<file path="config.mk">
export PLATFORM = sky130hd
export DESIGN_NAME = life_keys
export DESIGN_NICKNAME = d
export VERILOG_FILES = /design/src/rtl/life_keys_pkg.sv /design/src/rtl/life_sync2.sv /design/src/rtl/life_keys.sv
export SDC_FILE = /design/constraint.sdc
export NUM_CORES = 1
export LEC_CHECK = 0
export CORE_ASPECT_RATIO = 1.25
export CORE_MARGIN = 2
export CORE_UTILIZATION = 35
export CTS_BUF_LIST = sky130_fd_sc_hd__clkbuf_8
export DETAILED_ROUTE_END_ITERATION = 10
export PLACE_DENSITY = 0.53
export SYNTH_ARGS = -nofsm -noshare
export SYNTH_HDL_FRONTEND = slang
export SYNTH_SLANG_ARGS = --single-unit
</file>
<file path="constraint.sdc">
create_clock -name clk -period 2.4 [get_ports clk]
set_input_delay 0.48 -clock clk [delete_from_list [all_inputs] [get_ports clk]]
set_output_delay 0.48 -clock clk [all_outputs]
set_load 0.1 [all_outputs]
</file>
<file path="src/rtl/life_keys_pkg.sv">
// rtl/life_keys_pkg.sv - key codes and priority encoder shared by the life board key logic
//
// Purpose : 3-bit key codes carried on the keys bus (code = button index + 1)
//           and the lowest-index-wins priority encoder.
// Ports   : none (package)
package life_keys_pkg;

  typedef logic [2:0] key_t;

  localparam key_t KEY_NONE  = 3'd0;
  localparam key_t KEY_UP    = 3'd1;
  localparam key_t KEY_DOWN  = 3'd2;
  localparam key_t KEY_LEFT  = 3'd3;
  localparam key_t KEY_RIGHT = 3'd4;
  localparam key_t KEY_FLIP  = 3'd5;
  localparam key_t KEY_STEP  = 3'd6;
  localparam key_t KEY_RUN   = 3'd7;

  // Lowest set bit wins; scanning downwards lets the lowest index overwrite.
  function automatic key_t prio_encode(input logic [6:0] btn);
    key_t code;
    code = KEY_NONE;
    for (int i = 6; i >= 0; i--) begin
      if (btn[i]) code = key_t'(i + 1);
    end
    return code;
  endfunction

endpackage

</file>
<file path="src/rtl/life_sync2.sv">
// rtl/life_sync2.sv - parameterised-width 2-flop synchroniser
//
// Purpose : brings asynchronous inputs into the clk domain.
// Ports   : clk    - destination clock
//           rst_n  - asynchronous active-low reset, flops load RST_VAL
//           i_d    - asynchronous input bus
//           o_q    - synchronised output bus
module life_sync2 #(
  parameter int             W       = 1,
  parameter logic [W-1:0]   RST_VAL = '1
) (
  input  logic         clk,
  input  logic         rst_n,
  input  logic [W-1:0] i_d,
  output logic [W-1:0] o_q
);

  logic [W-1:0] r_meta;
  logic [W-1:0] r_sync;

  always_ff @(posedge clk or negedge rst_n) begin
    if (!rst_n) begin
      r_meta <= RST_VAL;
      r_sync <= RST_VAL;
    end else begin
      r_meta <= i_d;
      r_sync <= r_meta;
    end
  end

  assign o_q = r_sync;

endmodule

</file>
<file path="src/rtl/life_keys.sv">
// rtl/life_keys.sv - front-panel key encoder: sync, debounce, priority encode, auto-repeat
//
// Purpose : turns the raw active-low panel buttons into one-clock key-code
//           strobes; cursor keys auto-repeat while held.
// Ports   : clk    - system clock
//           reset  - asynchronous active-low reset
//           btn_n  - raw buttons, active-low, asynchronous to clk
//           keys   - registered one-clock key-code strobe, KEY_NONE otherwise
module life_keys
  import life_keys_pkg::*;
#(
  parameter int         PRE_W      = 12,
  parameter int         DEB_TICKS  = 4,
  parameter int         REP_DELAY  = 32,
  parameter int         REP_PERIOD = 8,
  parameter int         CNT_W      = 6,
  parameter logic [6:0] REP_MASK   = 7'b0001111
) (
  input  logic       clk,
  input  logic       reset,
  input  logic [6:0] btn_n,
  output logic [2:0] keys
);

  localparam int CNT_MAX = (1 << CNT_W) - 1;

  if (PRE_W < 1) begin : g_chk_pre
    $error("life_keys: PRE_W must be >= 1");
  end
  if (DEB_TICKS < 2) begin : g_chk_deb
    $error("life_keys: DEB_TICKS must be >= 2");
  end
  if (REP_PERIOD < 1 || REP_DELAY < 1) begin : g_chk_rep
    $error("life_keys: REP_DELAY and REP_PERIOD must be >= 1");
  end
  if (DEB_TICKS > CNT_MAX || REP_DELAY > CNT_MAX || REP_PERIOD > CNT_MAX) begin : g_chk_cnt
    $error("life_keys: CNT_W too narrow for DEB_TICKS/REP_DELAY/REP_PERIOD");
  end

  typedef enum logic [1:0] {
    ST_IDLE     = 2'd0,
    ST_DEBOUNCE = 2'd1,
    ST_HELD     = 2'd2,
    ST_RELEASE  = 2'd3
  } state_t;

  // Bit 7 pads the mask so r_cur-1 is always a legal index (r_cur==0 -> 7).
  localparam logic [7:0] REP_MASK_X = {1'b0, REP_MASK};

  state_t           r_state, w_state_nxt;
  key_t             r_cur, w_cur_nxt;
  key_t             r_keys;
  key_t             w_cand;
  logic [CNT_W-1:0] r_deb, w_deb_nxt, w_deb_inc;
  logic [CNT_W-1:0] r_rep, w_rep_nxt, w_rep_dec;
  logic [PRE_W-1:0] r_pre;
  logic [6:0]       w_btn_sync;
  logic [6:0]       w_btn_s;
  logic             w_tick;
  logic             w_strobe;
  logic             w_rep_en;

  life_sync2 #(.W(7), .RST_VAL(7'h7f)) u_sync (
    .clk   (clk),
    .rst_n (reset),
    .i_d   (btn_n),
    .o_q   (w_btn_sync)
  );

  assign w_btn_s   = ~w_btn_sync;
  assign w_cand    = prio_encode(w_btn_s);
  assign w_tick    = &r_pre;
  assign w_deb_inc = r_deb + CNT_W'(1);
  assign w_rep_dec = r_rep - CNT_W'(1);
  assign w_rep_en  = REP_MASK_X[r_cur - 3'd1];

  always_comb begin
    w_state_nxt = r_state;
    w_cur_nxt   = r_cur;
    w_deb_nxt   = r_deb;
    w_rep_nxt   = r_rep;
    w_strobe    = 1'b0;
    if (w_tick) begin
      case (r_state)
        ST_IDLE: begin
          if (w_cand != KEY_NONE) begin
            w_cur_nxt   = w_cand;
            w_deb_nxt   = CNT_W'(1);
            w_state_nxt = ST_DEBOUNCE;
          end
        end
        ST_DEBOUNCE: begin
          if (w_cand == r_cur) begin
            w_deb_nxt = w_deb_inc;
            if (w_deb_inc == CNT_W'(DEB_TICKS)) begin
              w_strobe    = 1'b1;
              w_rep_nxt   = CNT_W'(REP_DELAY);
              w_state_nxt = ST_HELD;
            end
          end else begin
            w_state_nxt = ST_IDLE;
          end
        end
        ST_HELD: begin
          if (w_cand == r_cur) begin
            if (w_rep_en) begin
              w_rep_nxt = w_rep_dec;
              if (w_rep_dec == '0) begin
                w_strobe  = 1'b1;
                w_rep_nxt = CNT_W'(REP_PERIOD);
              end
            end
          end else begin
            w_deb_nxt   = '0;
            w_state_nxt = ST_RELEASE;
          end
        end
        ST_RELEASE: begin
          if (w_cand == KEY_NONE) begin
            w_deb_nxt = w_deb_inc;
            if (w_deb_inc == CNT_W'(DEB_TICKS)) w_state_nxt = ST_IDLE;
          end else if (w_cand == r_cur) begin
            // Bounce on the held key: resume repeating where it left off.
            w_state_nxt = ST_HELD;
          end else begin
            // A different key while releasing restarts the release count,
            // so nothing new is accepted until every button is up.
            w_deb_nxt = '0;
          end
        end
        default: w_state_nxt = ST_IDLE;
      endcase
    end
  end

  always_ff @(posedge clk or negedge reset) begin
    if (!reset) begin
      r_pre   <= '0;
      r_state <= ST_IDLE;
      r_cur   <= KEY_NONE;
      r_deb   <= '0;
      r_rep   <= '0;
      r_keys  <= KEY_NONE;
    end else begin
      r_pre   <= r_pre + PRE_W'(1);
      r_state <= w_state_nxt;
      r_cur   <= w_cur_nxt;
      r_deb   <= w_deb_nxt;
      r_rep   <= w_rep_nxt;
      r_keys  <= w_strobe ? r_cur : KEY_NONE;
    end
  end

  assign keys = r_keys;

endmodule

</file>
After elaboration in Yosys (flattened, before gate mapping)
Memories as Yosys holds them, arrays and structs flattened.
Cells that the tools add are included.
{"block": "totals", "regBits": 46, "rom_bits": 8, "inputBits": 9, "output_inout_bits": 3, "memories": 1}
{"block": "classes", "addsub": 4, "magnitude_cmp": 1, "n_eq_ne": 14, "muxes": 35, "n_bitwise": 1, "reduce_logical": 10}
{"memory": "(name not given)", "words": 8, "width": 1, "rd": 1, "rd_clocked_by_memory_dff": 0, "write_ports": 0, "line": "life_keys.sv:75", "text": "assign w_rep_en = REP_MASK_X[r_cur - 3'd1];"}
{"cell": "6-bit 2-to-1 mux", "count": 9}
{"cell": "17-bit AND reduction", "count": 2}
{"cell": "14-bit AND reduction", "count": 2}
{"cell": "3-bit 2-to-1 mux", "count": 8}
{"cell": "6-bit case mux with 4 select lines", "count": 1}
{"cell": "2-bit 2-to-1 mux", "count": 7}
{"cell": "12-bit by 1-bit adder with 12-bit output (second input constant)", "count": 1}
{"cell": "2-bit inequality test (second input constant)", "count": 6}
{"cell": "6-bit case mux with 2 select lines", "count": 1}
{"cell": "12-bit AND reduction", "count": 1}
{"cell": "3-bit inequality test (second input constant)", "count": 3}
{"cell": "2-bit case mux with 4 select lines", "count": 1}
{"cell": "1-bit 2-to-1 mux", "count": 7}
{"cell": "7-bit NOT", "count": 1}
{"cell": "6-bit by 1-bit adder with 6-bit output (second input constant)", "count": 1}
{"cell": "6-bit by 3-bit == test with 1-bit output (second input constant)", "count": 1}
{"cell": "6-bit logical NOT", "count": 1}
{"cell": "6-bit by 1-bit subtractor with 6-bit output (second input constant)", "count": 1}
{"cell": "2-bit == test (second input constant)", "count": 2}
{"cell": "3-bit by 4-bit less-than comparator with 1-bit output (second input constant)", "count": 1}
{"cell": "3-bit == test", "count": 1}
{"cell": "3-bit logical NOT", "count": 1}
{"cell": "3-bit nonzero test", "count": 1}
{"cell": "3-bit by 1-bit subtractor with 3-bit output (second input constant)", "count": 1}
{"cell": "other kinds (4)", "count": 4}

Depth between registers and ports, before layout
Gate-level depths: netlist of run 1.
{"block": "logic_depth", "ltp_word": 13, "ltp_mapped": 8, "ltp_nobuf": 8}

By module
Synthesis of run 1 repeated with hierarchy kept, for this count alone.
{"block": "hier_totals", "hier_cells": 217, "area_unflattened_um2": 2269.7}
{"module": "life_keys", "instances": 1, "cells_each": 203, "area_each_um2": 1901.8, "seq_area_each_um2": 800.8}
{"module": "life_sync2", "instances": 1, "cells_each": 14, "area_each_um2": 367.9, "seq_area_each_um2": 367.9}

Least setup slack after synthesis of run 1
No wires, ideal clock.
{"block": "synth_path", "path_kind": "flip-flop to flip-flop", "startpoint": "register u_sync.r_sync[2], in the netlist u_sync.o_q[2]", "endpoint": "register r_state[1]", "setup_ps": 125, "t_arrival_ps": 2071, "t_required_ps": 2275, "slack_ps": 204, "path_stages_with_launch": 8, "n_path_buf": 0, "synth_period_minus_slack_ps": 2196, "path_cell_list": "dfstp_2 inv_1 o221a_1 or3_4 a22oi_4 nor2_1 a211o_1 mux2_4"}
{"block": "synth_between", "elab_chain_len": 7}
{"element": "start, declared", "line": "life_sync2.sv:19", "text": "logic [W-1:0] r_sync;"}
{"element": "start signal, assigned", "line": "life_sync2.sv:27", "text": "r_sync <= r_meta;"}
{"element": "7-bit NOT *", "line": "life_keys.sv:70", "text": "assign w_btn_s = ~w_btn_sync;"}
{"element": "3-bit 2-to-1 mux * (3 in series)", "line": "life_keys_pkg.sv:24", "text": "if (btn[i]) code = key_t'(i + 1);"}
{"element": "3-bit == test (tied with other cells)", "line": "life_keys.sv:93, life_keys.sv:105, life_keys.sv:122"}
{"element": "3-bit inequality test (no source line) (tied with other cells)"}
{"element": "17-bit AND reduction (no source line) or 2-bit case mux with 4 select lines (tied branches)"}
{"element": "end signal, assigned", "line": "life_keys.sv:146", "text": "r_state <= w_state_nxt;"}
{"element": "end, declared", "line": "life_keys.sv:50", "text": "state_t r_state, w_state_nxt;"}
Every way passes the cells marked *; elsewhere a longest branch is shown, timed or not.
A chain may end at the register's enable or synchronous reset.

Final worst setup path of run 1
{"block": "layout_path", "startpoint": "register u_sync.r_sync[2], in the netlist u_sync.o_q[2]", "endpoint": "register r_deb[0]"}
{"block": "layout_between", "elab_chain_len": 8}
{"element": "7-bit NOT *", "line": "life_keys.sv:70"}
{"element": "3-bit 2-to-1 mux * (3 in series)", "line": "life_keys_pkg.sv:24"}
{"element": "3-bit == test", "line": "life_keys.sv:93, life_keys.sv:105, life_keys.sv:122"}
{"element": "6-bit 2-to-1 mux"}
{"element": "6-bit 2-to-1 mux", "line": "life_keys.sv:119", "text": "if (w_cand == KEY_NONE) begin"}
{"element": "6-bit case mux with 4 select lines", "line": "life_keys.sv:84", "text": "case (r_state)"}
{"element": "end signal, assigned", "line": "life_keys.sv:148", "text": "r_deb <= w_deb_nxt;"}
{"element": "end, declared", "line": "life_keys.sv:54", "text": "logic [CNT_W-1:0] r_deb, w_deb_nxt, w_deb_inc;"}
Marks and branches as above.

==> results of run 1 <==
## placed cells by master (no fill, tap or decap), types with 5 or more instances in the layout
| master | n |
|---|---|
| clkbuf_8 | 5 |
| dfrtp_1 | 32 |
| nand4_1 | 5 |
| buf_4 | 9 |
| o21ai_0 | 9 |
| clkdlybuf4s50_1 | 7 |
| dfstp_2 | 14 |
| nand2_1 | 20 |
| a21oi_1 | 9 |
| inv_1 | 16 |
| nand3_1 | 8 |
| xnor2_1 | 9 |
| ha_1 | 9 |
| nor2_1 | 16 |
## layer usage
layer / global-route usage, % / wire length, microns / up-vias
li1: - / - / 832
met1: 15.3 / 1950 / 810
met5: 0 / 0 / -
met3: 2.96 / 147 / 9
met4: 5.30 / 74 / 0
met2: 23.4 / 2190 / 31
## where the power goes
group | leakage [nW] | switching, mW | internal, mW | total, mW
sequential | 0.580 | 0.00743 | 0.796 | 0.804
combinational | 0.506 | 0.0312 | 0.0255 | 0.0568
clock | 0.0491 | 0.285 | 0.212 | 0.496
total | 1.13 | 0.324 | 1.03 | 1.36
## worst register-to-register path: cells and delay by family (launching register included)
family	cells	cell delay, ps
AOI/OAI and AO/OA	5	970
DFF	1	570
and+or+nand+nor	1	360
buffers and inverters	2	270
## layout make-up
cell class,count,area (sq um)
sequential,46,1170
clock inverter,3,23.8
clock buffer,5,68.8
inverter,16,60.1
timing repair buffer,18,163
fill,655,3780
multi-input combinational,156,1070
tap,87,109
## kinds of logic (layout without fill, tap and decap cells)
kind of cell / Yosys count / after routing / share of synthesized area (%)
AND/OR/NAND/NOR: 78 / 78 / 17.9
AO/OA/AOI/OAI: 50 / 51 / 15.6
flip-flops: 46 / 46 / 50.9
buffers and inverters: 19 / 42 / 3.16
XOR/XNOR: 13 / 13 / 4.96
adder cells (fa/ha/maj): 9 / 9 / 4.90
multiplexers: 5 / 5 / 2.51
## timing repair
item | 4_1_cts | 5_1_grt
endpoints found under the setup margin | 0 | 7
hold endpoints to repair | 0 | 0
setup buffers | 0 | 1
resized for setup | 0 | 1
## state kept, by name, indices dropped and copies added (netlist names)
name and cells:
r_pre 12, r_cur 3, r_rep 6, u_sync.r_meta 7
keys 3, r_deb 6, r_state 2, u_sync.o_q 7
## worst min path at each step
| stage | from | to | cells after the start | slack, ps |
|---|---|---|---|---|
| CTS | reset | keys[2] | 1 | 160 |
| global placement | u_sync.r_meta[3] | u_sync.o_q[3] | 0 | 350 |
| detailed placement | u_sync.r_meta[4] | u_sync.o_q[4] | 0 | 350 |
| floorplan | reset | keys[0] | 0 | 180 |
| global route | reset | keys[2] | 1 | 170 |
| finish | reset | keys[2] | 1 | 140 |
## through the flow
step | util (%) | hold WS, ps | instance area, sq um | total power, mW | setup slack [ps]
3_3_place_gp | 39.5 | 345 | 2550 | 0.872 | 146
2_1_floorplan | - | 184 | 2300 | 0.835 | 204
3_5_place_dp | 39.5 | 347 | 2550 | 0.874 | 84.0
5_1_grt | 41.3 | 165 | 2660 | 1.43 | 29.0
6_report | 41.3 | 145 | 2660 | 1.36 | 147
4_1_cts | 41.0 | 159 | 2640 | 1.38 | 72.4
==> results.md, run 1 <==
* RSZ-0062 raised after global routing: false
* Buffers on Ports at 11
* Routed Antenna Nets at 0
* Critical Path AT at 2450 ps
* Worst Hold Class: in -> async
* Critical path startpoint: u_sync.o_q[2]
* Routed len/inst at 13.2 microns
* Relative slew slack at 63.3%
* Reg-to-Reg End: r_deb[0]
* Die width at 76.4 microns
* Pin count of the biggest net entering global routing at 25
* Most used DFF post-synth: dfrtp_1
* CP peak stage delay at 570 ps
* CP top delay family: compound AO/OA/AOI/OAI gates
* Mapped cell area at 0.00230 sq mm
* Internal reg-to-reg setup slack at 150 ps
* Final setup vio count at 0
* Tcrit/Tclk final at 93.9%
* Fmax at 444 MHz
* Synth area leaders: dfrtp_1 (35%), dfstp_2 (16%), ha_1 (4.9%)
* N_diodes at 0
* Crit path to: r_deb[0]
* DIE HEIGHT at 94.6 microns
* Ordered list of cells on the worst path: inv_1 -> o221a_1 -> or3_4 -> a22oi_4 -> buf_4 -> o21a_1 -> a31oi_1 -> o22a_1
* Clock buffer depth at 2
* Final non-filler cell total at 331
* Placer Congestion at 0.804
* Clock-pin slew on the worst setup and hold paths at 100 ps
* Final Max Tran Viols at 0
* Worst vdd rail ir drop at 0.000441 V
* Final Net Count at 261
* DRT iter0 DRCs at 174
* Layout cells sized above 1 at 17.2%
* Post-synth ARST share at 100%
* Hpwl dp at 3150 microns
* Clock Sinks at 46
* # H-tree levels at 2
* Critical path's slowest cell: dfstp_2
* Clk_lat worst skew at 300 ps
* GRT Util Overall at 13.1%
* DR vias at 1682
* Initial Util at 35.6%
* Die area at 0.00723 sq mm
* P&R area growth vs syn at 15.9%
* Final min period at 2250 ps
* Most frequent cell after synthesis: dfrtp_1
* CTS tree: done
* Routed WL at 4360 microns
* Power Dens Cells at 510 mW/mm^2
* First-pass GRT wire length at 7540 microns
* Antenna violations before repair at 0
* Worst slew pin tran at 546 ps
* Vias in the first global route at 1658
* Vias per cell at 5.08
* Io pins at 12
* Root Driver: clkbuf_8
* CP Launch Type: flop
* Ys Warns at 0
* Yosys reg bits at 46
* Worst path depth at 8
* Top cell type's share of synthesized area at 34.9%
* Worst Reg-to-Reg Cells at 8
* Commonest cells post-synth: dfrtp_1 (32), nand2_1 (20), inv_1 (16), nor2_1 (16), dfstp_2 (14)
* Status: finished clean
* Post-synth cell types at 53
* Setup TNS at 0 ps
* Seq/Total Area, Yosys at 50.9%
* Pre-Repair DR Iteration Count at 4
* Critical setup path kind: reg -> reg
* Grt ovf at 0
* Std-Cell Rows at 33
* CP Capture Type: flop
* Total core area at 0.00644 sq mm
* Number of synthesized flops with an enable pin at 0
* Endpoints failing hold at 0
* Reg2Reg Launch Point: u_sync.o_q[2]
* Req. time, crit path at 2600 ps
* CTS Buf Count at 5
* Leakage Power at 1.13 nW
* Hold buffers post-CTS at 0
* Yosys top cell by area: dfrtp_1
* Mapped Cells at 220
* Setup Skew at 12.6 ps
* DRC Markers at 0
* WP buf/inv at 2
* Placed Cells at 321
* Maxcap violations at 0
* Syn Area/Cell at 10.4 sq um
* Net Count, Synth at 238
* CP Max Fanout at 11
No activity file was read; power rests on OpenSTA's default activity.
==> run 2: changes to the inputs <==
==> constraint.sdc (replaced) <==
create_clock -name clk -period 2.4 [get_ports clk]
set_input_delay 0.48 -clock clk [delete_from_list [all_inputs] [get_ports clk]]
set_output_delay 0.48 -clock clk [all_outputs]
set_load 0.01 [all_outputs]
==> run 2 against run 1 <==
  * Worst setup slack got worse by 35 ps
  * Clock skew about the same
  * Via count down 1.4%
  * Power is 5.6% higher
  * Critical path type unchanged
  * Critical endpoint unchanged
  * Largest cell class unchanged
==> results.md, run 2 (synthesis gave the netlist of run 1 again) <==
* Fmax at 437 MHz
* Layout cells sized above 1 at 15.3%
* Std-Cell Rows at 33
* Commonest non-fill, non-tap cell in the layout: dfrtp_1
* Routed len/inst at 12.5 microns
* Routed WL at 4120 microns
* Relative slew slack at 61.6%
* Clk_lat worst skew at 300 ps
* Routed Antenna Nets at 0
* P&R area growth vs syn at 16.2%
* Hold buffers post-CTS at 0
* Leakage Power at 1.13 nW
* Worst Reg-to-Reg Cells at 8
* Worst vdd rail ir drop at 0.000393 V
* Io pins at 12
* Final min period at 2290 ps
* Final Net Count at 259
* P_int at 1.13 mW
* Maxcap violations at 0
* Setup TNS at 0 ps
* Endpoints failing hold at 0
* CP Max Fanout at 11
* Vias in the first global route at 1634
* Clock power share at 40.2%
* CTS tree: done
* Grt ovf at 0
* DRC Markers at 0
* Worst slew pin tran at 571 ps
* RSZ-0062 raised after global routing: false
* # H-tree levels at 2
* Largest register FFs at 12
* Placement Setup Slack at 111 ps
* Power Dens Cells at 537 mW/mm^2
* # resized after CTS at 0
* Status: finished clean
* Worst setup margin at 111 ps
* Seq pwr share at 56.1%
* DR vias at 1658
* Pre-Repair DR Iteration Count at 4
* CTS Buf Count at 5
* CP Launch Type: flop
* Most frequent cells in the layout: dfrtp_1 (32), nand2_1 (20), inv_1 (16), nor2_1 (16), dfstp_2 (14)
* Hpwl dp at 3050 microns
* Buffers on Ports at 11
* Switching Share at 21.0%
* Die width at 76.4 microns
* Most flop-heavy register: r_pre
* Worst Hold Class: in -> async
* Clock-pin slew on the worst setup and hold paths at 90 ps
* Root Driver: clkbuf_8
* Setup Skew at 13.1 ps
* Crit path to: r_deb[0]
* Final setup vio count at 0
* Reg-to-Reg End: r_deb[0]
* First-pass GRT wire length at 7400 microns
* Antenna violations before repair at 0
* Clock Sinks at 46
* Final Max Tran Viols at 0
* Reg2Reg Launch Point: u_sync.o_q[2]
* DIE HEIGHT at 94.6 microns
* Initial Util at 35.6%
* Tcrit/Tclk final at 95.4%
* Vias per cell at 5.04
* CP Capture Type: flop
* Internal reg-to-reg setup slack at 110 ps
* Critical setup path kind: reg -> reg
* Total core area at 0.00644 sq mm
* Placer Congestion at 0.788
* Pin count of the biggest net entering global routing at 25
* DRT iter0 DRCs at 121
* N_diodes at 0
* Combinational fraction of design power at 3.7%
* Switch Pwr at 300 uW
* Post-CTS setup buffers at 0
* Die area at 0.00723 sq mm
* GRT Util Overall at 12.9%
* Critical path startpoint: u_sync.o_q[2]
* Clock buffer depth at 2
* Req. time, crit path at 2590 ps
* Critical Path AT at 2470 ps
==> run 2: cell count changes in the layout (fill, tap and decap cells not counted), sizes merged <==
cell	previous run	this run
bufinv	0	1
a22oi	3	2
clkdlybuf4s50	7	10
inv	18	17
buf	11	7
==> run 2: layer usage <==
metal | wire length, microns | global-route usage, % | share of wire, %
met1 | 1890 | 16.0 | 46
met2 | 2080 | 22.1 | 51
met3 | 98 | 2.96 | 2.4
met4 | 52 | 4.55 | 1.3
met5 | 0 | 0 | 0
==> run 2: how the worst min path moves through the flow <==
stage	slack [ps]	cells after the start	startpoint	to
2_1_floorplan	180	0	reset	keys[0]
3_3_place_gp	350	0	u_sync.r_meta[3]	u_sync.o_q[3]
3_5_place_dp	350	0	u_sync.r_meta[0]	u_sync.o_q[0]
4_1_cts	170	1	reset	r_rep[2]
5_1_grt	170	1	reset	r_rep[4]
6_report	140	1	reset	r_rep[2]
==> run 2: metrics by stage <==
| stage | utilization [%] | cell area (sq um) | hold WS (ps) | cells | power (mW) |
|---|---|---|---|---|---|
| floorplan | - | 2300 | 184 | 220 | 0.835 |
| global placement | 39.7 | 2550 | 346 | 321 | 0.872 |
| detailed placement | 39.7 | 2550 | 347 | 321 | 0.873 |
| CTS | 41.4 | 2670 | 166 | 329 | 1.46 |
| global route | 41.4 | 2670 | 166 | 329 | 1.51 |
| finish | 41.4 | 2670 | 144 | 329 | 1.43 |
==> run 2: cell type report <==
cell class              instances  area [sq um]
clock buffers                   5          68.8
clock inverters                 3          43.8
fillers                       651          3770
inverters                      16          60.1
multi-input cells             155          1050
flip-flops and latches         46          1170
well taps                      87           109
repair buffers                 17           163
==> run 2: power by group through the flow <==
stage	clock [mW]	combinational [mW]	sequential [mW]
after global routing	0.643	0.0606	0.806
after floorplan	0	0.0190	0.816
after detailed placement	0	0.0547	0.818
final	0.576	0.0527	0.804
after CTS	0.605	0.0550	0.804
after global placement	0	0.0544	0.818
==> run 2: critical path, cell delays in order, from the launching register on <==
cell     delay [ps]
dfstp_2         570
inv_1            50
o221a_1         250
or3_4           340
a22oi_4         240
buf_4           220
o21a_1          220
a31oi_1         110
o22a_1          180
